**src/rtl/haz_if.sv**
```systemverilog
// haz_if: issue-slot, branch-resolution and resolver-feedback signals plus the
// hazard condition outputs exchanged with haz_detect_unit.
interface haz_if #(
    parameter int REG_AW = 5
);
    logic              iss_valid;
    logic [REG_AW-1:0] iss_rs1;
    logic [REG_AW-1:0] iss_rs2;
    logic [REG_AW-1:0] iss_rd;
    logic              iss_wr;
    logic              iss_load;
    logic              iss_md;
    logic              iss_ctl;
    logic              br_res_valid;
    logic              br_taken;
    logic              br_pred;
    logic              pc_freeze;
    logic              do_flush;
    logic              data;
    logic              fwrd;
    logic              str;
    logic              ctrl;
    logic              branch;
    logic              crct;
    logic              md_busy;
    modport master (
        output iss_valid, iss_rs1, iss_rs2, iss_rd, iss_wr, iss_load, iss_md, iss_ctl,
        output br_res_valid, br_taken, br_pred, pc_freeze, do_flush,
        input  data, fwrd, str, ctrl, branch, crct, md_busy
    );
    modport slave (
        input  iss_valid, iss_rs1, iss_rs2, iss_rd, iss_wr, iss_load, iss_md, iss_ctl,
        input  br_res_valid, br_taken, br_pred, pc_freeze, do_flush,
        output data, fwrd, str, ctrl, branch, crct, md_busy
    );
endinterface

```
**src/rtl/haz_detect_unit.sv**
```systemverilog
// haz_detect_unit: tracks in-flight writers, mul/div occupancy and pending
// branches, and produces the hazard resolver's condition inputs.
module haz_detect_unit #(
    parameter int REG_AW = 5,
    parameter int MD_LAT = 4
) (
    input logic  clk,
    input logic  rst,
    haz_if.slave h
);
    localparam int CW = $clog2(MD_LAT) + 1;
    typedef struct packed {
        logic              v;
        logic [REG_AW-1:0] rd;
        logic              wr;
        logic              load;
    } slot_t;
    slot_t [2:0]   sh_q, sh_d;
    logic [CW-1:0] md_cnt_q, md_cnt_d;
    logic          br_pend_q, br_pend_d;
    logic          acc, hit, load_use, m;
    assign acc = h.iss_valid & ~h.pc_freeze & ~h.do_flush;
    // slot 0 is EX, 1 is MEM, 2 is WB; a flush only ever blocks entry into EX
    always_comb begin
        sh_d      = {sh_q[1], sh_q[0], acc ? slot_t'{1'b1, h.iss_rd, h.iss_wr, h.iss_load} : slot_t'('0)};
        md_cnt_d  = (acc & h.iss_md) ? CW'(MD_LAT - 1) : md_cnt_q - CW'(md_cnt_q != '0);
        br_pend_d = (acc & h.iss_ctl) | (br_pend_q & ~h.br_res_valid);
    end
    always_comb begin
        hit      = 1'b0;
        load_use = 1'b0;
        m        = 1'b0;
        for (int i = 0; i < 3; i++) begin
            m        = sh_q[i].v & sh_q[i].wr & (sh_q[i].rd != '0) &
                       ((sh_q[i].rd == h.iss_rs1) | (sh_q[i].rd == h.iss_rs2));
            hit      = hit | m;
            load_use = load_use | (m & (i == 0) & sh_q[i].load);
        end
    end
    always_ff @(posedge clk) begin
        if (rst) begin
            sh_q      <= '0;
            md_cnt_q  <= '0;
            br_pend_q <= 1'b0;
        end else begin
            sh_q      <= sh_d;
            md_cnt_q  <= md_cnt_d;
            br_pend_q <= br_pend_d;
        end
    end
    assign h.data    = h.iss_valid & hit;
    assign h.fwrd    = h.data & ~load_use;
    assign h.md_busy = md_cnt_q != '0;
    assign h.str     = h.iss_valid & h.iss_md & h.md_busy;
    assign h.ctrl    = br_pend_q | (h.iss_valid & h.iss_ctl);
    assign h.branch  = h.br_res_valid;
    assign h.crct    = h.br_res_valid & (h.br_taken == h.br_pred);
endmodule

```
**src/flat_wrapper.sv**
```systemverilog
// flat-port wrapper written by rule: the top's interface ports become plain ports
module haz_detect_unit_flat 
#(
    parameter int REG_AW = 5,
    parameter int MD_LAT = 4
)
  (clk, rst, h_iss_valid, h_iss_rs1, h_iss_rs2, h_iss_rd, h_iss_wr, h_iss_load, h_iss_md, h_iss_ctl, h_br_res_valid, h_br_taken, h_br_pred, h_pc_freeze, h_do_flush, h_data, h_fwrd, h_str, h_ctrl, h_branch, h_crct, h_md_busy);
  haz_if #(.REG_AW(REG_AW)) h_i ();
  input logic clk;
  input logic rst;
  input wire logic [$bits(h_i.iss_valid)-1:0] h_iss_valid;
  input wire logic [$bits(h_i.iss_rs1)-1:0] h_iss_rs1;
  input wire logic [$bits(h_i.iss_rs2)-1:0] h_iss_rs2;
  input wire logic [$bits(h_i.iss_rd)-1:0] h_iss_rd;
  input wire logic [$bits(h_i.iss_wr)-1:0] h_iss_wr;
  input wire logic [$bits(h_i.iss_load)-1:0] h_iss_load;
  input wire logic [$bits(h_i.iss_md)-1:0] h_iss_md;
  input wire logic [$bits(h_i.iss_ctl)-1:0] h_iss_ctl;
  input wire logic [$bits(h_i.br_res_valid)-1:0] h_br_res_valid;
  input wire logic [$bits(h_i.br_taken)-1:0] h_br_taken;
  input wire logic [$bits(h_i.br_pred)-1:0] h_br_pred;
  input wire logic [$bits(h_i.pc_freeze)-1:0] h_pc_freeze;
  input wire logic [$bits(h_i.do_flush)-1:0] h_do_flush;
  output wire logic [$bits(h_i.data)-1:0] h_data;
  output wire logic [$bits(h_i.fwrd)-1:0] h_fwrd;
  output wire logic [$bits(h_i.str)-1:0] h_str;
  output wire logic [$bits(h_i.ctrl)-1:0] h_ctrl;
  output wire logic [$bits(h_i.branch)-1:0] h_branch;
  output wire logic [$bits(h_i.crct)-1:0] h_crct;
  output wire logic [$bits(h_i.md_busy)-1:0] h_md_busy;
  assign h_i.iss_valid = h_iss_valid;
  assign h_i.iss_rs1 = h_iss_rs1;
  assign h_i.iss_rs2 = h_iss_rs2;
  assign h_i.iss_rd = h_iss_rd;
  assign h_i.iss_wr = h_iss_wr;
  assign h_i.iss_load = h_iss_load;
  assign h_i.iss_md = h_iss_md;
  assign h_i.iss_ctl = h_iss_ctl;
  assign h_i.br_res_valid = h_br_res_valid;
  assign h_i.br_taken = h_br_taken;
  assign h_i.br_pred = h_br_pred;
  assign h_i.pc_freeze = h_pc_freeze;
  assign h_i.do_flush = h_do_flush;
  assign h_data = h_i.data;
  assign h_fwrd = h_i.fwrd;
  assign h_str = h_i.str;
  assign h_ctrl = h_i.ctrl;
  assign h_branch = h_i.branch;
  assign h_crct = h_i.crct;
  assign h_md_busy = h_i.md_busy;
  haz_detect_unit #(.REG_AW(REG_AW), .MD_LAT(MD_LAT)) u_core (.clk(clk), .rst(rst), .h(h_i));
endmodule
```
**config.mk**
```make
export PLATFORM = sky130hd
export DESIGN_NAME = haz_detect_unit_flat
export DESIGN_NICKNAME = d
export VERILOG_FILES = /design/src/rtl/haz_if.sv /design/src/rtl/haz_detect_unit.sv /design/src/flat_wrapper.sv
export SDC_FILE = /design/constraint.sdc
export NUM_CORES = 1
export LEC_CHECK = 0
export CAP_MARGIN = 25
export CORE_UTILIZATION = 42
export DETAILED_ROUTE_END_ITERATION = 12
export PLACE_DENSITY = 0.75
export SETUP_SLACK_MARGIN = 0.02
export SYNTH_ARGS = -nofsm -noshare
export SYNTH_HDL_FRONTEND = slang
export SYNTH_SLANG_ARGS = --single-unit
```
**constraint.sdc**
```tcl
create_clock -name clk -period 2.4 [get_ports clk]
set_clock_uncertainty 0.1 [all_clocks]
set_input_delay 0.36 -clock clk [delete_from_list [all_inputs] [get_ports clk]]
set_output_delay 0.36 -clock clk [all_outputs]
set_load 0.02 [all_outputs]
```
# After elaboration in Yosys (flattened, before gate mapping)
# Index checks and enable logic that the tools add are counted.
totals:
  reg_bits: 26
  word_cells: 62
op_classes:
  eq_ne: 7
  n_mux: 2
  n_bitwise: 33
  n_reduce_logical: 6
  addsub: 1
ops:
  columns: ["op", "count"]
  rows:
  - ["5-bit equality test", 6]
  - ["1-bit bitwise AND", 21]
  - ["5-bit nonzero test", 3]
  - ["8-bit 2-to-1 mux", 1]
  - ["1-bit bitwise OR", 7]
  - ["1-bit NOT", 5]
  - ["2-bit OR reduction", 2]
  - ["3-bit nonzero test", 1]
  - ["3-bit by 1-bit subtractor with 3-bit output", 1]
  - ["2-bit 2-to-1 mux", 1]
  - ["1-bit equality test", 1]

# Longest topological paths before layout
# Gate-level depths: netlist of the first run.
logic_depth:
  depth_word: 7
  mapped_depth: 5
  mapped_depth_nobuf: 5

# Least setup slack after synthesis of the first run
# No wires, ideal clock.
synth_path:
  path_type: "register to output"
  startpoint: "register u_core.sh_q (netlist bit u_core.sh_d[11])"
  endpoint: "output h_fwrd"
  t_arrival_ns: 1.504
  slack_ns: 0.436
  path_stages_with_launch: 5
  cell_sequence: "dfxtp_1 -> or3_1 -> o311a_1 -> and2_0 -> a32oi_1"
synth_between:
  elab_chain_cells: 7
synth_rtl:
  columns: ["element", "line", "source"]
  rows:
  - ["start: declaration", "haz_detect_unit.sv:18", "slot_t [2:0] sh_q, sh_d;"]
  - ["start signal: assignment", "haz_detect_unit.sv:42", "sh_q <= '0;"]
  - ["start signal: assignment", "haz_detect_unit.sv:46", "sh_q <= sh_d;"]
  - ["5-bit equality test / 5-bit nonzero test (equally long branches)", "haz_detect_unit.sv:35, haz_detect_unit.sv:34", null]
  - ["1-bit bitwise OR / 1-bit bitwise AND (equally long branches)", "haz_detect_unit.sv:35, haz_detect_unit.sv:34", null]
  - ["1-bit bitwise AND (*)", "haz_detect_unit.sv:34", "m = sh_q[i].v & sh_q[i].wr & (sh_q[i].rd != '0) &"]
  - ["1-bit bitwise OR (2 in series)", "haz_detect_unit.sv:36", "hit = hit | m;"]
  - ["1-bit bitwise AND", "haz_detect_unit.sv:51", "assign h.data = h.iss_valid & hit;"]
  - ["1-bit bitwise AND (*)", "haz_detect_unit.sv:52", "assign h.fwrd = h.data & ~load_use;"]
  - ["end: declaration", "flat_wrapper.sv:25", "output wire logic [$bits(h_i.fwrd)-1:0] h_fwrd;"]
# Mark *: on every way between the ends. The rest lies on a longest branch, timed or not.

# Worst setup path after layout of the first run
# Same ends and word-level chain as after synthesis.

==> results by group, run 1 <==
Run status
  • Status: finished, final reports clean

Finish
  • Fill count: 222
  • Antenna diode count: 0
  • Finished Cell Area: 1720 sq um
  • Final #Nets: 201
  • P&R area growth vs syn: 41.8%
  • Share of cells above drive strength 1: 0.111

Global routing
  • Antenna violations before repair: 0
  • First-pass GRT wire length: 4.34 mm
  • Largest net degree at the start of global routing: 16
  • Grt total ovfl: 0
  • Gr usage total: 0.180
  • Vias in the first global route: 957

Floorplan
  • # IOs: 34
  • Die X: 55.7 um
  • Core ar.: 2730 sq um
  • Die Span Y: 55.7 um
  • Rows: 19
  • Initial Util: 0.443
  • Die area: 3110 sq um

Worst setup path
  • Worst r2r src: u_core.md_cnt_q[2]
  • Slowest stage delay, CP: 0.39 ns
  • Kind of critical path: reg -> out
  • Slowest CP cell: or3_1
  • Bufs and invs on worst path: 1
  • R2r endpoint: u_core.md_cnt_q[2]
  • Critical Path Stages: 5
  • CP Launch Type: register
  • Critical path data required time: 1.94 ns
  • R2R setup slack: 0.72 ns
  • Worst-case reg-to-reg path depth: 5
  • Crit. End Element: output port
  • CP cell instances: or3_1 -> o311a_1 -> and2_0 -> a32oi_1 -> buf_4
  • Arr. time, crit path: 1.84 ns
  • Worst Path Max Fanout: 2
  • CP delay by family, top: simple AND/OR/NAND/NOR gates

Synth
  • Post-synth EDFFs: 0
  • Register area share after synthesis: 0.429
  • Area share of the largest cell type after synthesis: 0.429
  • Ys flop type: dfxtp_1
  • Fraction of registers with async set/reset: 0
  • Syn Nets: 157
  • Warnings, synthesis: 0
  • Cell area after synthesis: 1210 sq um
  • Largest cells by area after synthesis: dfxtp_1 (43%), xnor2_1 (17%), nor2b_1 (7.2%)
  • Seq cells post-synth: 26
  • Syn_area_per_cell: 9.47 sq um
  • Synth cell types: 28
  • Yosys top cell by area: dfxtp_1
  • Post-synthesis cell count: 128

Min path
  • Hold depth: 1
  • Hold endpoint: u_core.sh_q[17]
  • Hold Crit Class: reg -> reg
  • Hold path start: u_core.sh_d[17]

Placement
  • Placer Congestion: 0.904
  • Placed cell area: 1630 sq um
  • Buffers on Ports: 33
  • HPWL after DPL: 2.06 mm
  • Pre-CTS WS: -0.407 ns

Pwr
  • Internal Pwr Total: 781 uW
  • Worst VDD drop: 0.485 mV
  • Static Leak: 0.730 nW
  • Seq pwr share: 0.454
  • Switch share: 0.254
  • Cell area power density: 609 nW/um^2
  • Net Switching: 266 uW
  • Gate power share: 0.264
  • Clk network pwr share: 0.282

Drt
  • Vias after detailed routing: 986
  • Avg WL per Cell: 13.0 um
  • Vias per cell: 4.88
  • Number of iterations in the first detailed-routing pass: 4
  • DRT iter0 DRCs: 12
  • DR DRC count: 0
  • Routed WL: 2.62 mm
  • Post-route ant nets: 0

Timing
  • Final setup fails: 0
  • Tightest Pin Transition: 0.349 ns
  • Fmax: 434 MHz
  • Count of final max-slew check failures: 0
  • Period minus WS final: 2.30 ns
  • RSZ-0062 raised after global routing: true
  • Setup ws final: 0.0961 ns
  • Final hold vios: 0
  • Slew margin rel.: 0.767
  • Tcrit/Tclk final: 0.960

Clock network
  • Clock Latency Late Sink: 0.31 ns
  • CTS tree: built
  • H-tree levels: 1
  • Clock Pin Slew Worst Setup and Hold Paths: 0.14 ns
  • Max Buffers Root-to-Sink: 2
  • # clock sinks: 26
  • Root Driver: clkbuf_4
  • Count of hold-fix buffers inserted at cts: 0
  • TritonCTS Buffers: 3

Flow run
  • Max-cap viol count: 0
==> sequential cells by signal (all words and copies together) (netlist names) <==
| register | cells |
|---|---|
| u_core.sh_d | 15 |
| u_core.md_cnt_q | 3 |
| u_core.br_pend_q | 1 |
| u_core.sh_q | 7 |
==> kinds of logic after synthesis <==
logic type | after synthesis | share of synthesized area
simple gates | 51 | 0.237
flops | 26 | 0.429
compound gates | 12 | 0.0619
xor+xnor | 32 | 0.231
buf+inv | 5 | 0.0196
fa+ha+maj | 2 | 0.0206
==> power by group through the flow <==
| stage | sequential (mW) | combinational, mW | clock (mW) |
|---|---|---|---|
| 2_1_floorplan | 0.481 | 0.150 | 0 |
| 3_3_place_gp | 0.481 | 0.264 | 0 |
| 3_5_place_dp | 0.484 | 0.275 | 0 |
| 4_1_cts | 0.474 | 0.277 | 0.301 |
| 5_1_grt | 0.478 | 0.306 | 0.322 |
| 6_report | 0.476 | 0.276 | 0.296 |
==> metal layers <==
metal / vias up / GRT usage / routed length [um]
met1: 453 / 0.218 / 1200
li1: 509 / - / -
met2: 20 / 0.299 / 1290
met5: - / 0 / 0
met4: 0 / 0.0893 / 38
met3: 4 / 0.0395 / 91
==> layout by cell type, fill, tap and decap left out, drive strengths merged, types with 2 or more instances in the layout <==
cell           instances
a21oi                  4
and2                   9
buf                   10
clkbuf                 3
clkdlybuf4s50         22
dfxtp                 26
dlymetal6s2s           9
ha                     2
inv                    2
nand2                  4
nand3                 10
nor2                   2
nor2b                 15
nor3                   6
o21ai                  3
or3                    2
xnor2                 24
xor2                   8
==> final cells by class <==
type / instances / area (sq um) / area share
clock buffer: 3 / 22.5 / 0.0131
sequential: 26 / 522 / 0.303
tap: 31 / 38.8 / 0.0226
multi-input combinational: 97 / 679 / 0.395
inverter: 2 / 7.51 / 0.00437
clock inverter: 1 / 30.0 / 0.0175
timing repair buffer: 42 / 419 / 0.244
==> what timing repair did <==
action	in CTS	in global routing
endpoints found under the setup margin	2	2
buffers inserted	0	0
pin swaps	0	2
gates resized for setup	9	13
==> worst max-delay path by stage <==
stage                     slack [ns]  endpoint             from
after CTS                       0.02    h_fwrd     h_iss_rs1[4]
after floorplan                 0.44    h_fwrd  u_core.sh_d[11]
after global placement         -0.41    h_fwrd     h_iss_rs1[4]
final                            0.1    h_fwrd  u_core.sh_d[11]
after detailed placement       -0.41    h_fwrd     h_iss_rs2[0]
after global routing          0.0007    h_fwrd  u_core.sh_d[11]
==> stage by stage <==
step                utilization  power (mW)  TNS (ns)  instances  hold slack (ns)
floorplan                     -       0.631         0        128            0.332
global placement          0.597       0.745    -0.679        198            0.351
detailed placement        0.597       0.759    -0.680        198            0.353
CTS                       0.615        1.05         0        202            0.375
global route              0.629        1.11         0        202            0.384
finish                    0.629        1.05         0        202            0.375
==> synthesized netlist by cell type (4+ instances only) <==
master	n
nor2b_1	14
nand2_1	4
a21oi_1	4
nor3_1	6
and2_1	8
dfxtp_1	26
nand3_1	10
xor2_1	8
xnor2_1	24
Note: power is estimated with default switching activity, not from simulation.
==> run 2: changes to the inputs <==
- SETUP_SLACK_MARGIN: 0.02 -> unset
==> run 2 against run 1 <==
Sequential cell count did not move. Combinational power barely moved. Core utilization fell by 0.55 points. Power barely moved. Hold slack barely moved. Via count did not move. Cell count did not move. Setup slack got worse by 0.012 ns. Fmax fell by 0.53%. Clock-buffer cell count did not move. Critical path depth rose by 2. Non-clock buffer count did not move.
==> results by group, run 2 (synthesis gave the netlist of run 1 again) <==
Finish
  • P&R area growth vs syn: 40.6% (was 41.8%)
  • Most frequent cells in the layout: dfxtp_1 (26), clkdlybuf4s50_1 (25), xnor2_1 (24) (was dfxtp_1 (25), xnor2_1 (24), clkdlybuf4s50_1 (22))
  • Number of flip-flops in the largest register: 15 (unchanged)
  • Commonest non-fill, non-tap cell in the layout: dfxtp_1 (unchanged)
  • Fin cells: 202 (unchanged)
  • Fill count: 224 (was 222)
  • Final #Nets: 201 (unchanged)
  • Share of cells above drive strength 1: 0.105 (was 0.111)
  • Antenna diode count: 0 (unchanged)

Floorplan
  • Die X: 55.7 um (unchanged)
  • Die Span Y: 55.7 um (unchanged)
  • Rows: 19 (unchanged)
  • Core ar.: 2730 sq um (unchanged)
  • # IOs: 34 (unchanged)
  • Initial Util: 0.443 (unchanged)
  • Die area: 3110 sq um (unchanged)

Clock network
  • Clock Pin Slew Worst Setup and Hold Paths: 0.14 ns (about the same)
  • H-tree levels: 1 (unchanged)
  • Root Driver: clkbuf_4 (unchanged)
  • Count of hold-fix buffers inserted at cts: 0 (unchanged)
  • Max Buffers Root-to-Sink: 2 (unchanged)
  • TritonCTS Buffers: 3 (unchanged)
  • Clock Latency Late Sink: 0.31 ns (about the same)
  • CTS tree: built (unchanged)
  • # clock sinks: 26 (unchanged)

Timing
  • Tightest Pin Transition: 0.349 ns (unchanged)
  • RSZ-0062 raised after global routing: true (unchanged)
  • Final setup fails: 0 (unchanged)
  • Slew margin rel.: 0.767 (unchanged)
  • Period minus WS final: 2.32 ns (was 2.30 ns)
  • Final hold vios: 0 (unchanged)
  • Setup ws final: 0.0838 ns (was 0.0961 ns)
  • Hold_ws: 0.375 ns (about the same)
  • Fmax: 432 MHz (was 434 MHz)
  • Tcrit/Tclk final: 0.965 (was 0.960)
  • Count of final max-slew check failures: 0 (unchanged)

Global routing
  • Antenna violations before repair: 0 (unchanged)
  • Largest net degree at the start of global routing: 16 (unchanged)
  • Vias in the first global route: 957 (unchanged)
  • Gr usage total: 0.180 (unchanged)
  • First-pass GRT wire length: 4.34 mm (unchanged)
  • Grt total ovfl: 0 (unchanged)

Placement
  • HPWL after DPL: 2.06 mm (unchanged)
  • Pre-CTS WS: -0.407 ns (unchanged)
  • Buffers on Ports: 33 (unchanged)
  • Dpl cells: 198 (unchanged)
  • Placer Congestion: 0.904 (unchanged)

Drt
  • DR DRC count: 0 (unchanged)
  • Routed WL: 2.60 mm (was 2.62 mm)
  • DRT iter0 DRCs: 11 (was 12)
  • Vias per cell: 4.88 (unchanged)
  • Avg WL per Cell: 12.9 um (was 13.0 um)
  • Number of iterations in the first detailed-routing pass: 4 (unchanged)
  • Post-route ant nets: 0 (unchanged)
  • Vias after detailed routing: 986 (unchanged)

Run status
  • Status: finished, final reports clean (unchanged)

Worst setup path
  • Arr. time, crit path: 1.86 ns (was 1.84 ns)
  • Crit. End Element: output port (unchanged)
  • CP cell instances: clkdlybuf4s50_1 -> xnor2_1 -> nand3_1 -> nor3_1 -> o21ai_1 -> a32oi_1 -> buf_4 (was or3_1 -> o311a_1 -> and2_0 -> a32oi_1 -> buf_4)
  • Worst Path Max Fanout: 3 (was 2)
  • Slowest stage delay, CP: 0.57 ns (was 0.39 ns)
  • Slowest CP cell: clkdlybuf4s50_1 (was or3_1)
  • Critical path data required time: 1.94 ns (about the same)
  • Kind of critical path: in -> out (was reg -> out)
  • CP Launch Type: primary input (was register)

Pwr
  • Worst VDD drop: 0.485 mV (about the same)
  • Tot Pwr: 1.05 mW (about the same)
  • Static Leak: 0.703 nW (was 0.730 nW)
  • Cell area power density: 615 nW/um^2 (was 609 nW/um^2)

Flow run
  • Max-cap viol count: 0 (unchanged)

Min path
  • Hold Crit Class: reg -> reg (unchanged)
==> run 2: cell types whose count changed in the layout (fill, tap and decap cells not counted), sizes merged <==
| cell | delta |
|---|---|
| clkdlybuf4s50 | +3 |
| dlymetal6s2s | -3 |
| clkbuf | +1 |
| clkdlybuf4s15 | -1 |
==> run 2: where the power goes <==
part	total, mW	switching [mW]	internal (mW)
logic	0.277	0.123	0.154
registers	0.475	0.0159	0.460
clock network	0.295	0.126	0.169
==> run 2: area by class of cell <==
type	instances	area, sq um	area share
well taps	31	38.8	0.0228
inverters	2	7.51	0.00441
clock inverters	1	30.0	0.0176
clock buffers	3	22.5	0.0132
repair buffers	42	405	0.238
multi-input cells	97	679	0.399
flip-flops and latches	26	520	0.305
==> run 2: metal layers <==
layer	wire, um	global-route usage	vias up	part of all wire
met2	1290	0.299	22	0.50
met1	1180	0.218	450	0.45
met5	0	0	-	0
met4	38	0.0893	0	0.015
li1	-	-	510	-
met3	91	0.0395	4	0.035
==> run 2: critical path, delay by kind of cell <==
kind                   cells  cell delay [ns]
AO/OA/AOI/OAI              2             0.33
AND/OR/NAND/NOR            2             0.27
XOR/XNOR                   1             0.15
buffers and inverters      2             0.74
==> run 2: path summary, 6_finish.rpt <==
kind                            from                 end  slack (ns)  cells past startpoint
setup / recovery        h_iss_rs2[3]              h_fwrd        0.08                      7
hold / removal       u_core.sh_d[17]     u_core.sh_q[17]        0.37                      1
setup reg to reg  u_core.md_cnt_q[2]  u_core.md_cnt_q[2]        0.72                      5
hold reg to reg      u_core.sh_d[17]     u_core.sh_q[17]        0.37                      1
==> run 2: what timing repair did <==
action	in CTS	in global routing
resized for setup	8	10
pin swaps	0	1
buffers inserted	0	0
endpoints found under the setup margin	2	2
==> run 2: metrics by stage <==
step / instance area, sq um / utilization / setup TNS, ns
after floorplan: 1210 / - / 0
after global placement: 1630 / 0.597 / -0.679
after detailed placement: 1630 / 0.597 / -0.680
after CTS: 1680 / 0.615 / 0
after global routing: 1700 / 0.623 / -0.00987
final: 1700 / 0.623 / 0
==> run 3: changes to the inputs <==
- ABC_AREA: unset -> 1
- CORE_UTILIZATION: 42 -> 52
- PLACE_DENSITY: 0.75 -> 0.86
==> run 3 against run 2 <==
Largest cell class unchanged. Routed wire length rose by 12%. Power shrank 7.6%. Critical path depth rose by 5. Core utilization up 10 points. Final area rose by 7.3%.
==> results by group, run 3 <==
Synth
  • Post-synthesis cell count: 230 (was 128)
  • Area share of the largest cell type after synthesis: 0.371 (was 0.429)
  • Synth cell types: 21 (was 28)
  • Mux cell area share after synthesis: 0 (unchanged)
  • Synth Area in Compound Gates: 0.0330 (was 0.0619)
  • Post-synth EDFFs: 0 (unchanged)
  • Post-synthesis adder-cell area fraction: 0.0179 (was 0.0206)
  • Syn Nets: 259 (was 157)
  • Ys flop type: dfxtp_1 (unchanged)
  • Fraction of registers with async set/reset: 0 (unchanged)
  • Largest cells by area after synthesis: dfxtp_1 (37%), nand2_1 (18%), inv_1 (14%) (was dfxtp_1 (43%), xnor2_1 (17%), nor2b_1 (7.2%))
  • Warnings, synthesis: 0 (unchanged)
  • Synth cell count leaders: nand2_1 (68), inv_1 (52), nor2_1 (40) (was dfxtp_1 (26), xnor2_1 (24), nor2b_1 (14))
  • Largest family of logic cells by synthesized area: simple AND/OR/NAND/NOR gates (unchanged)
  • Yosys top cell by area: dfxtp_1 (unchanged)
  • Cell area after synthesis: 1400 sq um (was 1210 sq um)
  • Register area share after synthesis: 0.371 (was 0.429)
  • Syn_area_per_cell: 6.09 sq um (was 9.47 sq um)
  • Seq cells post-synth: 26 (unchanged)
  • Count leader, synth: nand2_1 (was dfxtp_1)
  • Synth Area in XOR/XNOR: 0.0500 (was 0.231)
  • Simple-gate share of the synthesized area: 0.374 (was 0.237)

Drt
  • Number of iterations in the first detailed-routing pass: 4 (unchanged)
  • Routed WL: 2.92 mm (was 2.60 mm)
  • Met1 wire length: 1.29 mm (was 1.18 mm)
  • Post-route ant nets: 0 (unchanged)
  • DR DRC count: 0 (unchanged)
  • Max Used Layer: met4 (unchanged)
  • Detail Route met2 WL: 1.42 mm (was 1.29 mm)
  • Met3 routed WL: 150 um (was 91 um)
  • DRT iter0 DRCs: 30 (was 11)
  • Vias per cell: 4.67 (was 4.88)
  • Vias after detailed routing: 1400 (was 986)
  • Avg WL per Cell: 9.73 um (was 12.9 um)

Clock network
  • Clock Latency Late Sink: 0.32 ns (was 0.31 ns)
  • Max Buffers Root-to-Sink: 2 (unchanged)
  • Root Driver: clkbuf_4 (unchanged)
  • Clock Pin Slew Worst Setup and Hold Paths: 0.14 ns (about the same)
  • # clock sinks: 26 (unchanged)
  • Count of hold-fix buffers inserted at cts: 0 (unchanged)
  • CTS tree: built (unchanged)
  • H-tree levels: 1 (unchanged)
  • TritonCTS Buffers: 3 (unchanged)

Floorplan
  • Die X: 53.9 um (was 55.7 um)
  • # IOs: 34 (unchanged)
  • Rows: 18 (was 19)
  • Die Span Y: 53.9 um (was 55.7 um)
  • Initial Util: 0.556 (was 0.443)
  • Core ar.: 2520 sq um (was 2730 sq um)
  • Die area: 2910 sq um (was 3110 sq um)

Worst setup path
  • CP Launch Type: primary input (unchanged)
  • Kind of critical path: in -> out (unchanged)
  • Worst r2r src: u_core.md_cnt_q[2] (unchanged)
  • Setup crit start: h_iss_rs2[0] (was h_iss_rs2[3])
  • Worst Path Max Fanout: 5 (was 3)
  • Arr. time, crit path: 1.80 ns (was 1.86 ns)
  • Critical path data required time: 1.94 ns (about the same)
  • Crit. End Element: output port (unchanged)

Global routing
  • Grt total ovfl: 0 (unchanged)
  • Gr usage total: 0.222 (was 0.180)
  • First-pass GRT wire length: 4.57 mm (was 4.34 mm)
  • Antenna violations before repair: 0 (unchanged)
  • Largest net degree at the start of global routing: 15 (was 16)
  • Vias in the first global route: 1201 (was 957)

Pwr
  • Static Leak: 0.972 nW (was 0.703 nW)
  • Internal Pwr Total: 690 uW (was 782 uW)
  • Cell area power density: 529 nW/um^2 (was 615 nW/um^2)
  • Gate power share: 0.278 (was 0.264)
  • Switch share: 0.287 (was 0.253)
  • Worst VDD drop: 0.660 mV (was 0.485 mV)
  • Net Switching: 278 uW (was 266 uW)
  • Clk network pwr share: 0.230 (was 0.282)
  • Seq pwr share: 0.492 (was 0.454)

Timing
  • Tightest Pin Transition: 0.272 ns (was 0.349 ns)
  • Tcrit/Tclk final: 0.943 (was 0.965)
  • Final setup fails: 0 (unchanged)
  • Setup ws final: 0.136 ns (was 0.0838 ns)
  • Fmax: 442 MHz (was 432 MHz)
  • Slew margin rel.: 0.817 (was 0.767)
  • Count of final max-slew check failures: 0 (unchanged)
  • RSZ-0062 raised after global routing: false (was true)
  • Period minus WS final: 2.26 ns (was 2.32 ns)
  • Fin Setup TNS: 0 ns (unchanged)
  • Final hold vios: 0 (unchanged)

Finish
  • P&R area growth vs syn: 30.5% (was 40.6%)
  • Final core occ: 0.725 (was 0.623)
  • Commonest non-fill, non-tap cell in the layout: nand2_1 (was dfxtp_1)
  • Share of cells above drive strength 1: 0.0630 (was 0.105)
  • Final #Nets: 300 (was 201)
  • Most frequent cells in the layout: nand2_1 (68), inv_1 (52), nor2_1 (40) (was dfxtp_1 (26), clkdlybuf4s50_1 (25), xnor2_1 (24))
  • Number of flip-flops in the largest register: 15 (unchanged)
  • Antenna diode count: 0 (unchanged)

Run status
  • Status: finished, final reports clean (unchanged)

Placement
  • Buffers on Ports: 33 (unchanged)
  • Pre-CTS WS: -0.311 ns (was -0.407 ns)
  • Placer Congestion: 0.828 (was 0.904)
  • HPWL after DPL: 2.39 mm (was 2.06 mm)

Flow run
  • Max-cap viol count: 0 (unchanged)

Min path
  • Hold path start: u_core.sh_d[15] (was u_core.sh_d[17])
  • Hold Crit Class: reg -> reg (unchanged)
==> run 3: cell types whose count changed in the layout (fill, tap and decap cells not counted), moves of 6 or more <==
cell	before	now
xor2_1	8	2
nor2_1	2	40
inv_1	2	52
xnor2_1	24	6
and2_1	8	0
nand2_1	4	68
nor2b_1	14	0
==> run 3: final timing paths <==
| path | end | slack (ns) | cells after the start |
|---|---|---|---|
| max | h_fwrd | 0.14 | 12 |
| min | u_core.sh_d[23] | 0.33 | 2 |
| max reg2reg | u_core.md_cnt_q[2] | 0.88 | 6 |
| min reg2reg | u_core.sh_d[23] | 0.33 | 2 |
==> run 3: area by class of cell <==
class                      count  area [sq um]
fill                         219           693
multi-input combinational    148           666
sequential                    26           520
timing repair buffer          39           370
inverter                      53           199
tap                           30          37.5
clock buffer                   4          36.3
==> run 3: cell families after synthesis <==
kind of cell,after synthesis
simple gates,130
buf+inv,56
flops,26
compound gates,8
xor+xnor,8
fa+ha+maj,2
==> run 3: stage by stage <==
step / power, mW / std cells / hold WS [ns] / instance area (sq um)
global route: 1.03 / 300 / 0.364 / 1830
finish: 0.968 / 300 / 0.331 / 1830
floorplan: 0.632 / 230 / 0.303 / 1400
CTS: 0.980 / 300 / 0.333 / 1840
detailed placement: 0.758 / 296 / 0.314 / 1800
global placement: 0.745 / 296 / 0.306 / 1800
==> run 3: what timing repair did <==
item / in CTS / in global routing
endpoints found under the hold margin: 0 / 0
buffers inserted: 0 / 0
resized for setup: 5 / 4
endpoints found under the setup margin: 2 / 2
==> run 3: critical path, cell delays in order <==
cell             delay (ns)
clkdlybuf4s50_1        0.56
nand2_1                0.08
inv_1                  0.05
nor2_1                 0.04
nor2_1                 0.12
nand3_1                0.09
nand2_1                0.09
nand2_1                0.06
nand3_2                0.07
nand2_2                0.05
nor2_2                 0.07
buf_2                  0.16
==> run 3: power by group through the flow <==
stage | registers (mW) | logic, mW | clock network [mW]
after floorplan | 0.482 | 0.150 | 0
after global placement | 0.484 | 0.260 | 0
after detailed placement | 0.485 | 0.273 | 0
after CTS | 0.476 | 0.274 | 0.230
after global routing | 0.480 | 0.304 | 0.246
final | 0.476 | 0.269 | 0.223
==> run 3: per-layer routing <==
metal	GRT usage	vias to the layer above
met4	0.114	0
met3	0.0282	7
met5	0	-
met1	0.229	603
met2	0.426	43
li1	-	747
